[src/rtl/fc_fm_packer.sv]
// Packs a stream of int8 feature bytes into 64-bit fm memory words, one frame per request.
// Write strobe lands one cycle after the lane-7 byte; o_frame_done pulses two cycles after the frame's last byte.
module fc_fm_packer #(
    parameter int FRAME_WORDS = 48,
    parameter int ADDR_STRIDE = 8
) (
    input  logic        clk,
    input  logic        rst,
    input  logic        i_frame_start,
    input  logic [8:0]  i_fm_base_addr,
    input  logic        i_fm_valid,
    input  logic [7:0]  i_fm_data,
    output logic        o_fm_ready,
    output logic        o_fm_wr_en,
    output logic [15:0] o_fm_wr_addr,
    output logic [63:0] o_fm_wr_data,
    output logic        o_frame_done,
    output logic        o_busy
);
    localparam int              WCW       = (FRAME_WORDS > 1) ? $clog2(FRAME_WORDS + 1) : 1;
    localparam logic [15:0]     STRIDE    = 16'(ADDR_STRIDE);
    localparam logic [WCW-1:0]  LAST_WORD = WCW'(FRAME_WORDS - 1);

    typedef enum logic [1:0] {IDLE, FILL, FLUSH, DONE} state_t;

    state_t         state_q;
    logic [2:0]     byte_cnt_q;
    logic [WCW-1:0] word_cnt_q;
    logic [8:0]     base_q;
    logic [63:0]    word_q;
    logic           wr_en_q;
    logic [15:0]    wr_addr_q;
    logic [63:0]    wr_data_q;
    logic [15:0]    wr_addr_d;

    // Product is taken in 16 bits so the address wraps modulo 2^16.
    assign wr_addr_d = {7'd0, base_q} + STRIDE * 16'(word_cnt_q);

    always_ff @(posedge clk or posedge rst) begin
        if (rst) begin
            state_q    <= IDLE;
            byte_cnt_q <= '0;
            word_cnt_q <= '0;
            base_q     <= '0;
            word_q     <= '0;
            wr_en_q    <= 1'b0;
            wr_addr_q  <= '0;
            wr_data_q  <= '0;
        end else begin
            wr_en_q <= 1'b0;
            case (state_q)
                IDLE: begin
                    if (i_frame_start) begin
                        base_q     <= i_fm_base_addr;
                        byte_cnt_q <= '0;
                        word_cnt_q <= '0;
                        state_q    <= FILL;
                    end
                end
                FILL: begin
                    if (i_fm_valid) begin
                        word_q[{byte_cnt_q, 3'b000} +: 8] <= i_fm_data;
                        byte_cnt_q <= byte_cnt_q + 3'd1;
                        if (byte_cnt_q == 3'd7) begin
                            // Lane 7 bypasses word_q so the next byte can start a new word at once.
                            wr_en_q    <= 1'b1;
                            wr_addr_q  <= wr_addr_d;
                            wr_data_q  <= {i_fm_data, word_q[55:0]};
                            word_cnt_q <= word_cnt_q + 1'b1;
                            if (word_cnt_q == LAST_WORD) begin
                                state_q <= FLUSH;
                            end
                        end
                    end
                end
                FLUSH:   state_q <= DONE;
                DONE:    state_q <= IDLE;
                default: state_q <= IDLE;
            endcase
        end
    end

    assign o_fm_ready   = (state_q == FILL);
    assign o_busy       = (state_q == FILL) || (state_q == FLUSH);
    assign o_frame_done = (state_q == DONE);
    assign o_fm_wr_en   = wr_en_q;
    assign o_fm_wr_addr = wr_addr_q;
    assign o_fm_wr_data = wr_data_q;

endmodule
[config.mk]
export PLATFORM = sky130hd
export DESIGN_NAME = fc_fm_packer
export DESIGN_NICKNAME = d
export VERILOG_FILES = /design/src/rtl/fc_fm_packer.sv
export SDC_FILE = /design/constraint.sdc
export NUM_CORES = 1
export LEC_CHECK = 0
export CORE_MARGIN = 3
export CORE_UTILIZATION = 56
export DETAILED_ROUTE_END_ITERATION = 12
export DONT_BUFFER_PORTS = 1
export PLACE_DENSITY_LB_ADDON = 0.1
export SETUP_SLACK_MARGIN = 0.02
export SLEW_MARGIN = 10
export SYNTH_ARGS = -nofsm -noshare
export SYNTH_HDL_FRONTEND = slang
export SYNTH_SLANG_ARGS = --single-unit
[constraint.sdc]
create_clock -name clk -period 4.55 [get_ports clk]
set_clock_uncertainty 0.1 [all_clocks]
set_input_delay 0.455 -clock clk [delete_from_list [all_inputs] [get_ports clk]]
set_output_delay 0.455 -clock clk [all_outputs]
set_load 0.05 [all_outputs]
==> Word level (Yosys, flattened, before mapping) <==
Index checks and enable logic that the tools add are counted.
{ "op_classes": {"addsub": 4, "n_eq_ne": 9, "n_shift": 2, "muxes": 16, "n_reduce_logical": 9} }
{ "op_table": {"columns": ["cell", "count"], "rows": [
  ["bitwise mux 64 bit", 1],
  ["variable shift 8 x 8 -> 64 bit, first input constant", 1],
  ["variable part select 8 x 8 -> 64 bit", 1],
  ["2-to-1 mux 6 bit", 3],
  ["case mux 6 bit (2 select lines)", 1],
  ["adder 9 x 9 -> 10 bit", 1],
  ["2-to-1 mux 2 bit", 4],
  ["negator 6 -> 8 bit", 1],
  ["case mux 2 bit (4 select lines)", 1],
  ["AND reduction 4 bit", 2],
  ["adder 6 x 1 -> 6 bit, second input constant", 1],
  ["equality test 6 bit, second input constant", 1],
  ["2-to-1 mux 3 bit", 2],
  ["case mux 3 bit (2 select lines)", 1],
  ["AND reduction 3 bit", 2],
  ["equality test 2 bit, second input constant", 2],
  ["inequality test 2 x 1 -> 1 bit, second input constant", 2],
  ["inequality test 2 bit, second input constant", 2],
  ["AND reduction 2 bit", 2],
  ["adder 3 x 1 -> 3 bit, second input constant", 1],
  ["equality test 3 bit, second input constant", 1],
  ["2-to-1 mux 1 bit", 3],
  ["equality test 2 x 1 -> 1 bit, second input constant", 1],
  ["logical NOT 2 bit", 1],
  ["2 further kinds", 2]
]} }
{ "word_totals": {"reg_bits": 165, "inputBits": 21} }

==> Longest topological paths before layout <==
Gate-level depths: netlist (run 1).
{ "depth": {"depth_word": 5, "depth_mapped": 10} }

==> Worst setup path after synthesis (run 1) <==
Ideal clock, no wire load.
{ "synth_timing": {"kind": "register -> register", "startpoint": "register byte_cnt_q[0]", "endpoint": "register word_q[35]", "setup_ns": 0.125, "arrival_ns": 2.120, "slack_ns": 2.205, "path_stages_with_launch": 10, "path_buffers": 3, "cell_sequence": "dfrtp_1 > buf_4 > inv_1 > ha_1 > ha_1 > buf_2 > and3_1 > nand3_1 > buf_2 > mux2_2"} }
{ "synth_via": {"elab_chain_cells": 3, "elab_cells_between_ends": 4, "cone_classes": "add/sub: 1; shift: 2; mux: 1"} }
{ "synth_lines": {"columns": ["element", "line", "rtl"], "rows": [
  ["start, declared", "27", "logic [2:0] byte_cnt_q;"],
  ["start signal, assigned", "63", "byte_cnt_q <= byte_cnt_q + 3'd1;"],
  ["negator 6 -> 8 bit *", "62", "word_q[{byte_cnt_q, 3'b000} +: 8] <= i_fm_data;"],
  ["variable part select 8 x 8 -> 64 bit / variable shift 8 x 8 -> 64 bit (equally long branches)", "62", null],
  ["bitwise mux 64 bit *", "62", null],
  ["end signal, assigned by index", "62", null],
  ["end, declared", "30", "logic [63:0] word_q;"]
]} }
Every way passes the cells marked *; elsewhere a longest branch is shown, timed or not.
A chain may end at the register's enable or synchronous reset.

==> Worst setup path in the final report (run 1) <==
{ "layout_timing": {"startpoint": "register state_q[1]", "endpoint": "register word_q[52]"} }
{ "layout_via": {"elab_chain_cells": 2} }
{ "layout_lines": {"columns": ["element", "line", "rtl"], "rows": [
  ["start, declared", "26", "state_t state_q;"],
  ["start signal, assigned", "41", "state_q <= IDLE;"],
  ["start signal, assigned", "57", "state_q <= FILL;"],
  ["start signal, assigned", "71", "state_q <= FLUSH;"],
  ["equality test 2 x 1 -> 1 bit", null, null],
  ["via o_fm_ready", "13", "output logic o_fm_ready,"],
  ["AND reduction 2 bit (no line)", null, null]
]} }
The timed path passes the listed nets, and every way through them passes these cells.

==> summary.md, run 1 <==
| Metric | Value |
|---|---|
| Status | finished, final reports clean |
| Top Ports | 105 |
| Async SR Flop Fraction | 1.00 |
| Yosys top cell area share | 0.591 |
| Cts repair resizes | 0 |
| WS Path Type | reg2reg |
| Via Count | 4183 |
| Worst vdd ir | 0.463 mV |
| Number of buffers created by CTS | 17 |
| Placed wire-length estimate | 8770 um |
| Total negative slack | 0 ns |
| PwrDens | 742 mW/mm2 |
| Unrepaired setup endpoints after global routing | false |
| H-Tree Depth | 4 |
| Total Wirelength | 13400 um |
| Largest fanout on the critical path | 16 |
| Initial core utilization | 0.582 |
| CTS root buffer | clkbuf_16 |
| Post-CTS Setup Inserts | 0 |
| R2R Setup Slk | 1.63 ns |
| N_diodes | 0 |
| Slew headroom | 0.307 |
| Post-Syn Area | 0.00639 mm2 |
| Nets | 675 |
| Pins Over Slew Limit | 0 |
| Post-Synthesis Cells | 647 |
| Mean post-synth cell area | 9.88 um2 |
| Die ar. | 0.0127 mm2 |
| Commonest cells post-synth | nand2_1, dfrtp_1, o21ai_0 |
| DR pass1 iterations | 4 |
| Netlist cell types | 40 |
| WHS Path Cells | 2 |
| Reg2Reg Depth | 6 |
| Core Region | 0.0110 mm2 |
| Pin count of the biggest net entering global routing | 97 |
| Vias in the first global route | 4399 |
| Setup ws final | 1.63 ns |
| Slew @ Worst Pin | 1.03 ns |
| Max Cap Viol | 0 |
| Post-route minimum period | 2.92 ns |
| Final Hold Viols | 0 |
| Die Wd | 113 um |
| Routability cong. | 0.804 |
| # hold bufs at CTS | 0 |
| Yosys warning count | 0 |
| Worst EP arrival | 3.14 ns |
| Crit path to | word_q[52]$_DFFE_PP0P_ |
| DRT antenna net count | 0 |
| Port bufs | 0 |
| Yosys reg bits | 151 |
| Total track usage | 0.223 |
| Type of destination of the critical path | register |
| Post-place setup slack | 1.64 ns |
| Setup crit start kind | register |
| EDFF count, synth | 0 |
| Average wire per standard cell | 17.0 um |
| Main synth FF type | dfrtp_1 |
| Worst R2R Start | state_q[1]$_DFFE_PP0P_ |
| Reg2Reg Capture Point | word_q[52]$_DFFE_PP0P_ |
| CP startpoint | state_q[1]$_DFFE_PP0P_ |
| Achievable frequency | 0.342 GHz |
| CTS max path bufs | 2 |
| DRC | 0 |
| Final worst-path cycle share | 0.642 |
| P&R area growth vs syn | 8.87% |
| HP Class | in2reg |
| Sequential fraction of the synthesis area | 0.591 |
| Share of cells above drive strength 1 | 0.101 |
| CTS tree | done |
| CTS Sinks | 151 |
| Clk_lat worst skew | 0.42 ns |
| Most common cell in the netlist | nand2_1 |
| Overflow after GRT | 0 |
| Die Height | 113 um |
| Area post-placement | 0.00643 mm2 |
| Vias per std cell | 5.34 |
| Final instance area | 0.00696 mm2 |
| Iteration-0 DRC Markers | 247 |
| Top cells by area, synth | dfrtp_1, nand2_1, o21ai_0 |
| Initial antenna violation count | 0 |
| Global-route wire length before repair | 22200 um |
| Leak pwr | 3.44 nW |
| Most area-hungry cell type in the Yosys netlist | dfrtp_1 |
| Final Setup Violations | 0 |
| FP Rows | 38 |
| Worst endpoint required time | 4.77 ns |
| Clock transition at path regs | 0.06 ns |
-- how the worst min path moves through the flow --
stage | startpoint | to | slack (ns)
6_report | i_fm_data[2] | o_fm_wr_data[58]$_DFFE_PP0P_ | 0.04
4_1_cts | i_fm_data[1] | o_fm_wr_data[57]$_DFFE_PP0P_ | 0.03
2_1_floorplan | base_q[0]$_DFFE_PP0P_ | o_fm_wr_addr[0]$_DFFE_PP0P_ | 0.33
3_5_place_dp | word_q[35]$_DFFE_PP0P_ | o_fm_wr_data[35]$_DFFE_PP0P_ | 0.36
3_3_place_gp | word_q[37]$_DFFE_PP0P_ | o_fm_wr_data[37]$_DFFE_PP0P_ | 0.35
5_1_grt | i_fm_data[1] | o_fm_wr_data[57]$_DFFE_PP0P_ | 0.04
-- state kept, by name, indices dropped and copies added, names as in the netlist --
| name | cells |
|---|---|
| o_fm_wr_data | 64 |
| o_fm_wr_addr | 10 |
| base_q | 9 |
| word_cnt_q | 6 |
| o_fm_wr_en | 1 |
| byte_cnt_q | 3 |
| word_q | 56 |
| state_q | 2 |
-- placed cells by master, fill, tap and decap left out, drive strengths merged, types with 4 or more instances in the layout --
cell,count
nand2,235
inv,25
o21ai,68
xnor2,7
nor2,12
nand3,28
dfrtp,151
mux2,24
ha,19
clkbuf,25
nor3,6
clkinv,4
conb,6
-- stage by stage --
step / instances / power [mW] / utilization / hold slack, ns
2_1_floorplan: 652 / 3.70 / - / 0.333
3_3_place_gp: 755 / 3.90 / 0.586 / 0.346
3_5_place_dp: 755 / 3.96 / 0.586 / 0.356
4_1_cts: 784 / 5.21 / 0.634 / 0.0320
5_1_grt: 784 / 5.46 / 0.634 / 0.0399
6_report: 784 / 5.17 / 0.634 / 0.0428
-- logic make-up after synthesis --
kind of cell,after synthesis,share of synthesized area
fa+ha+maj,20,0.0403
other cells,1,0.000587
mux,27,0.0470
compound gates,77,0.0638
xor+xnor,8,0.0110
buf+inv,66,0.0452
flops,151,0.591
simple gates,297,0.201
-- where the power goes --
part / internal (mW) / leakage, nW / total [mW] / switching [mW]
Sequential: 1.83 / 2.01 / 3.08 / 1.25
Combinational: 0.327 / 1.17 / 0.834 / 0.508
Clock: 0.756 / 0.265 / 1.25 / 0.497
-- critical path: stages (launching register included) --
cell and delay, ns:
dfrtp_1 0.42, inv_1 0.12, ha_1 0.81, nand2_1 0.39, nor4b_4 0.68, nand3_1 0.15, o21ai_0 0.14
-- area by class of cell --
type,count,area (um2)
Clock buffer,25,505
Clock inverter,4,20.0
Fill cell,904,4020
Inverter,26,101
Multi-Input combinational cell,435,2360
Sequential cell,151,3780
Tap cell,140,175
Timing Repair Buffer,3,22.5
-- routing by layer --
metal / routed length [um] / global-route usage / part of all wire
met5: 0 / 0 / 0
met2: 6530 / 0.359 / 0.49
met1: 5750 / 0.279 / 0.43
met3: 937 / 0.0877 / 0.070
met4: 140 / 0.0689 / 0.010
No activity file was read; power rests on OpenSTA's default activity.
==> inputs of run 2 (changes only) <==
- ABC_AREA: not set -> 1
- clock period: 4.55 -> 2.8 ns (I/O delays scaled with it)
==> run 2 against run 1 <==
  * Via count increased by 14%
  * Critical path depth is 1 lower
  * Final cell count rose by 14%
  * Critical path type unchanged
==> summary.md, run 2 <==
| Metric | Value |
|---|---|
| Leak pwr | 3.82 nW (was 3.44 nW) |
| Clock network power share | 0.381 (was 0.242) |
| Iteration-0 DRC Markers | 345 (was 247) |
| FP Rows | 38 (unchanged) |
| Sequential power share | 0.407 (was 0.596) |
| Cts repair resizes | 0 (unchanged) |
| CTS Sinks | 151 (unchanged) |
| DRC | 0 (unchanged) |
| Pin count of the biggest net entering global routing | 75 (was 97) |
| Commonest non-fill, non-tap cell in the layout | nand2_1 (unchanged) |
| Total negative slack | 0 ns (unchanged) |
| Final worst-path cycle share | 0.872 (was 0.642) |
| Initial core utilization | 0.583 (was 0.582) |
| Slew @ Worst Pin | 0.749 ns (was 1.03 ns) |
| Unrepaired setup endpoints after global routing | false (unchanged) |
| Global-route wire length before repair | 23800 um (was 22200 um) |
| Vias per std cell | 5.32 (was 5.34) |
| Yosys warning count | 0 (unchanged) |
| Die Height | 113 um (about the same) |
| Placed wire-length estimate | 9750 um (was 8770 um) |
| Number of buffers created by CTS | 17 (unchanged) |
| Sequential fraction of the synthesis area | 0.590 (was 0.591) |
| Placed instance count | 847 (was 755) |
| Total track usage | 0.235 (was 0.223) |
| Clock transition at path regs | 0.06 ns (about the same) |
| Achievable frequency | 0.410 GHz (was 0.342 GHz) |
| Average wire per standard cell | 15.5 um (was 17.0 um) |
| Largest fanout on the critical path | 19 (was 16) |
| N_diodes | 0 (unchanged) |
| Main synth FF type | dfrtp_1 (unchanged) |
| Final instance area | 0.00733 mm2 (was 0.00696 mm2) |
| Final Setup Violations | 0 (unchanged) |
| WS Path Type | reg2reg (unchanged) |
| H-Tree Depth | 4 (unchanged) |
| Max Cap Viol | 0 (unchanged) |
| Vias in the first global route | 4749 (was 4399) |
| Post-Synthesis Cells | 727 (was 647) |
| Via Count | 4760 (was 4183) |
| Async SR Flop Fraction | 1.00 (unchanged) |
| Post-route minimum period | 2.44 ns (was 2.92 ns) |
| Worst EP arrival | 2.66 ns (was 3.14 ns) |
| P&R area growth vs syn | 14.5% (was 8.87%) |
| Total Wirelength | 13900 um (was 13400 um) |
| Netlist cell types | 31 (was 40) |
| EDFF count, synth | 0 (unchanged) |
| Max FFs per register | 64 (unchanged) |
| CTS tree | done (unchanged) |
| DR pass1 iterations | 5 (was 4) |
| Combinational power share | 0.212 (was 0.161) |
| CTS max path bufs | 2 (unchanged) |
| Post-Syn Area | 0.00640 mm2 (was 0.00639 mm2) |
| Core Region | 0.0110 mm2 (unchanged) |
| Top cells by area, synth | dfrtp_1, nand2_1, o21ai_0 (unchanged) |
| Overflow after GRT | 0 (unchanged) |
| PwrDens | 869 mW/mm2 (was 742 mW/mm2) |
| Die Wd | 113 um (about the same) |
| Nets | 782 (was 675) |
| Most frequent cells in the layout | nand2_1, dfrtp_1, o21ai_0, inv_1, nand3_1 (was nand2_1, dfrtp_1, o21ai_0, nand3_1) |
| Die ar. | 0.0127 mm2 (about the same) |
| Slew headroom | 0.499 (was 0.307) |
| Sw frac | 0.316 (was 0.436) |
| Most common cell in the netlist | nand2_1 (unchanged) |
| CTS root buffer | clkbuf_16 (unchanged) |
| Top Ports | 105 (unchanged) |
| Worst vdd ir | 0.622 mV (was 0.463 mV) |
| Yosys top cell area share | 0.590 (was 0.591) |
| Most area-hungry cell type in the Yosys netlist | dfrtp_1 (unchanged) |
| Setup crit start kind | register (unchanged) |
| Clk_lat worst skew | 0.42 ns (about the same) |
| Share of cells above drive strength 1 | 0.0769 (was 0.101) |
| Port bufs | 0 (unchanged) |
| Commonest cells post-synth | nand2_1, dfrtp_1, o21ai_0 (unchanged) |
| Mean post-synth cell area | 8.80 um2 (was 9.88 um2) |
| DRT antenna net count | 0 (unchanged) |
| Status | finished, final reports clean (unchanged) |
| Initial antenna violation count | 0 (unchanged) |
| Type of destination of the critical path | register (unchanged) |
| P_sw | 2.01 mW (was 2.25 mW) |
| Routability cong. | 0.969 (was 0.804) |
| Area post-placement | 0.00654 mm2 (was 0.00643 mm2) |
| Fillers | 886 (was 904) |
| Pins Over Slew Limit | 0 (unchanged) |
| Fin cells | 894 (was 784) |
| Final Hold Viols | 0 (unchanged) |
| Internal power | 4.36 mW (was 2.91 mW) |
| HP Class | in2reg (unchanged) |
| Yosys reg bits | 151 (unchanged) |
| Worst endpoint required time | 3.02 ns (was 4.77 ns) |
-- run 2: cell types whose count changed after synthesis, moves of 4 or more --
cell,previous run,this run
xnor2_1,7,0
clkbuf_1,19,15
nand2_1,234,328
mux2_2,24,0
nand4_1,1,9
inv_1,25,40
-- run 2: layout make-up --
cell class	instances	area, um2	share of cell area
Timing Repair Buffer	24	255	0.0348
Clock inverter	12	173	0.0236
Inverter	44	169	0.0230
Sequential cell	151	3780	0.515
Clock buffer	20	467	0.0637
Multi-Input combinational cell	503	2310	0.316
Tap cell	140	175	0.0239
-- run 2: timing repair --
action / in CTS / in global routing
hold buffers: 15 / 0
setup buffers: 0 / 0
hold endpoints to repair: 58 / 0
-- run 2: power by group through the flow --
| stage | clock, mW | combinational (mW) | sequential (mW) |
|---|---|---|---|
| 6_report | 2.42 | 1.35 | 2.59 |
| 5_1_grt | 2.56 | 1.54 | 2.62 |
| 4_1_cts | 2.47 | 1.35 | 2.59 |
| 3_5_place_dp | 0 | 1.32 | 2.63 |
| 3_3_place_gp | 0 | 1.27 | 2.62 |
| 2_1_floorplan | 0 | 1.07 | 2.58 |
-- run 2: worst paths after layout --
kind                                            from                            to  slack [ns]  cells after the start
setup / recovery           byte_cnt_q[0]$_DFFE_PP0P_         word_q[0]$_DFFE_PP0P_        0.36                      5
hold / removal                          i_fm_data[4]         word_q[4]$_DFFE_PP0P_        0.02                      2
setup reg to reg           byte_cnt_q[0]$_DFFE_PP0P_         word_q[0]$_DFFE_PP0P_        0.36                      5
hold reg to reg               word_q[49]$_DFFE_PP0P_  o_fm_wr_data[49]$_DFFE_PP0P_        0.38                      2
max in group asynchronous                        rst        word_q[46]$_DFFE_PP0P_        1.38                      3
min in group asynchronous                        rst         word_q[7]$_DFFE_PP0P_        0.37                      2
-- run 2: layer usage --
metal  GRT usage  routed length [um]  up-vias
met5           0                   0        -
met1       0.315                6200     2283
li1            -                   -     2319
met4      0.0897                 280        0
met3      0.0668                 797       23
met2       0.368                6580      135
-- run 2: worst max-delay path: stages (launching register included) --
cell and delay, ns:
dfrtp_1 0.42, inv_1 0.30, ha_1 0.51, nor2_1 0.18, nand4_1 0.47, o21ai_0 0.36
-- run 2: logic make-up after synthesis --
logic type,share of synthesized area
adder cells (fa/ha/maj),0.0403
buffers and inverters,0.0522
other,0.000586
flip-flops,0.590
AND/OR/NAND/NOR,0.251
AO/OA/AOI/OAI,0.0643
XOR/XNOR,0.00137
-- run 2: stage by stage --
stage,util,worst slack [ns],hold slack [ns],total power [mW]
floorplan,-,0.517,0.290,3.65
global placement,0.596,0.552,0.209,3.88
detailed placement,0.596,0.397,0.213,3.95
CTS,0.667,0.375,0.0140,6.41
global route,0.667,0.0879,0.0134,6.72
finish,0.667,0.359,0.0229,6.37
==> inputs of run 3 (changes only) <==
- ABC_AREA: 1 -> not set
- GPL_ROUTABILITY_DRIVEN: not set -> 0
==> run 3 against run 2 <==
  * Routed wire length shrank 0.48%
  * Final cell count shrank 9.2%
  * Maximum frequency shrank 4.5%
  * Critical path depth grew 2
  * Die area is essentially flat
  * Combinational power grew 6%
  * Power grew 34%
  * Cell area shrank 1.1%
  * Clock power shrank 12%
  * Non-clock buffer count grew 5
  * Hold slack gained 0.019 ns
  * Sequential power grew 93%
==> summary.md, run 3 (synthesis gave the netlist of run 1 again) <==
| Metric | Value |
|---|---|
| FP Rows | 38 (unchanged) |
| Pins Over Slew Limit | 0 (unchanged) |
| WS Path Type | reg2reg (unchanged) |
| DRC | 0 (unchanged) |
| Share of cells above drive strength 1 | 0.106 (was 0.0769) |
| Max Cap Viol | 0 (unchanged) |
| Critical path cell sequence | inv_1 -> ha_1 -> ha_1 -> and3_1 -> nand3_1 -> nand2_1 -> o21ai_0 (was inv_1 -> ha_1 -> nor2_1 -> nand4_1 -> o21ai_0) |
| Post-route minimum period | 2.56 ns (was 2.44 ns) |
| H-Tree Depth | 4 (unchanged) |
| Final core utilization | 0.660 (was 0.667) |
| Critical path's slowest cell | ha_1 (unchanged) |
| Final worst-path cycle share | 0.913 (was 0.872) |
| Most frequent cells in the layout | nand2_1, dfrtp_1, o21ai_0, nand3_1 (was nand2_1, dfrtp_1, o21ai_0, inv_1, nand3_1) |
| Largest fanout on the critical path | 16 (was 19) |
| CTS max path bufs | 2 (unchanged) |
| Unrepaired setup endpoints after global routing | true (was false) |
| Post-place setup slack | 0.268 ns (was 0.397 ns) |
| Nets | 701 (was 782) |
| Die Wd | 113 um (about the same) |
| Final Setup Violations | 0 (unchanged) |
| HP Class | in2reg (unchanged) |
| Slew headroom | 0.474 (was 0.499) |
| WL met3 | 896 um (was 797 um) |
| Vias per std cell | 5.41 (was 5.32) |
| Routed wl met2 | 6820 um (was 6580 um) |
| Worst EP arrival | 2.73 ns (was 2.66 ns) |
| N_diodes | 0 (unchanged) |
| Reg2Reg Depth | 7 (was 5) |
| Total Wirelength | 13800 um (was 13900 um) |
| Total track usage | 0.230 (was 0.235) |
| Setup crit start kind | register (unchanged) |
| Number of buffers created by CTS | 17 (unchanged) |
| Average wire per standard cell | 17.0 um (was 15.5 um) |
| Post-CTS Setup Inserts | 0 (unchanged) |
| Leak pwr | 3.57 nW (was 3.82 nW) |
| PwrDens | 1180 mW/mm2 (was 869 mW/mm2) |
| Worst vdd ir | 0.755 mV (was 0.622 mV) |
| R2R Setup Slk | 0.24 ns (was 0.36 ns) |
| Type of destination of the critical path | register (unchanged) |
| CTS root buffer | clkbuf_16 (unchanged) |
| Metal-1 WL | 5800 um (was 6200 um) |
| Iteration-0 DRC Markers | 244 (was 345) |
| Final hold slack | 0.0414 ns (was 0.0229 ns) |
| Die Height | 113 um (about the same) |
| CTS tree | done (unchanged) |
| Uppermost layer routed | met4 (unchanged) |
| Pin count of the biggest net entering global routing | 64 (was 75) |
| Top Ports | 105 (unchanged) |
| Path length in cells of the critical path | 7 (was 5) |
| Global-route wire length before repair | 22800 um (was 23800 um) |
| Max FFs per register | 64 (unchanged) |
| Crit-path max cell delay | 0.54 ns (was 0.51 ns) |
| DRT antenna net count | 0 (unchanged) |
| Total negative slack | 0 ns (unchanged) |
| Overflow after GRT | 0 (unchanged) |
| CTS Sinks | 151 (unchanged) |
| PnR Total Power | 8.55 mW (was 6.37 mW) |
| Die ar. | 0.0127 mm2 (about the same) |
| Slew @ Worst Pin | 0.785 ns (was 0.749 ns) |
| Placed wire-length estimate | 9100 um (was 9750 um) |
| DR pass1 iterations | 4 (was 5) |
| CP startpoint | byte_cnt_q[1]$_DFFE_PP0P_ (was byte_cnt_q[0]$_DFFE_PP0P_) |
| Clock transition at path regs | 0.06 ns (about the same) |
| P&R area growth vs syn | 13.3% (was 14.5%) |
| Via Count | 4392 (was 4760) |
| CP dominant cell by count | ha_1 |
| Status | finished, final reports clean (unchanged) |
| Initial core utilization | 0.582 (was 0.583) |
| Achievable frequency | 0.391 GHz (was 0.410 GHz) |
| Cts repair resizes | 0 (unchanged) |
| Vias in the first global route | 4330 (was 4749) |
| Setup ws final | 0.243 ns (was 0.359 ns) |
| Reg area | 0.00378 mm2 (unchanged) |
| Final Hold Viols | 0 (unchanged) |
| Worst endpoint required time | 2.97 ns (was 3.02 ns) |
| Clk_lat worst skew | 0.42 ns (about the same) |
| WHS Path Cells | 2 (unchanged) |
| Port bufs | 0 (unchanged) |
| Initial antenna violation count | 0 (unchanged) |
| Worst R2R Start | byte_cnt_q[1]$_DFFE_PP0P_ (was byte_cnt_q[0]$_DFFE_PP0P_) |
| Commonest non-fill, non-tap cell in the layout | nand2_1 (unchanged) |
| Delay-heaviest family, CP | simple AND/OR/NAND/NOR gates (unchanged) |
| Multi-input logic area | 0.00236 mm2 (was 0.00231 mm2) |
| Worst Path Buf+Inv | 1 (unchanged) |
| Hold Startpoint | i_fm_valid (was i_fm_data[4]) |
| Fillers | 845 (was 886) |
| Core Region | 0.0110 mm2 (unchanged) |
[run 3: cell count changes in the layout (fill, tap and decap cells not counted), moves of 7 or more]
cell      change
clkbuf_1      +7
inv_1        -14
mux2_2       +24
nand2_1      -94
nand4_1       -8
xnor2_1       +7
[run 3: power breakdown]
part           switching (mW)  internal (mW)
Combinational           0.858          0.571
Clock                   0.810           1.31
Sequential               2.03           2.98
Total                    3.70           4.86
[run 3: layer usage]
layer,vias up,track usage
met2,130,0.382
met4,0,0.0705
li1,2107,-
met5,-,0
met3,30,0.0743
met1,2125,0.290
[run 3: path summary, 6_finish.rpt]
kind	end
worst max-delay path	word_q[11]$_DFFE_PP0P_
worst min-delay path	byte_cnt_q[2]$_DFFE_PP0P_
max in group asynchronous	o_fm_wr_data[60]$_DFFE_PP0P_
worst min register to register	o_fm_wr_data[3]$_DFFE_PP0P_
worst max register to register	word_q[11]$_DFFE_PP0P_
min in group asynchronous	o_fm_wr_en$_DFF_PP0_
[run 3: final cells by class]
class                   instances  area share
repair buffers                 29      0.0397
clock inverters                 3     0.00552
clock buffers                  28      0.0699
flip-flops and latches        151       0.521
well taps                     140      0.0242
multi-input cells             435       0.325
inverters                      26      0.0140
[run 3: through the flow]
stage | cell area (um2) | std cells
2_1_floorplan | 6420 | 652
3_3_place_gp | 6520 | 763
3_5_place_dp | 6520 | 763
4_1_cts | 7250 | 812
5_1_grt | 7250 | 812
6_report | 7250 | 812
[run 3: repair_timing]
action / 4_1_cts / 5_1_grt
hold buffers: 18 / 0
hold endpoints to repair: 100 / 0
endpoints found under the setup margin: 0 / 3
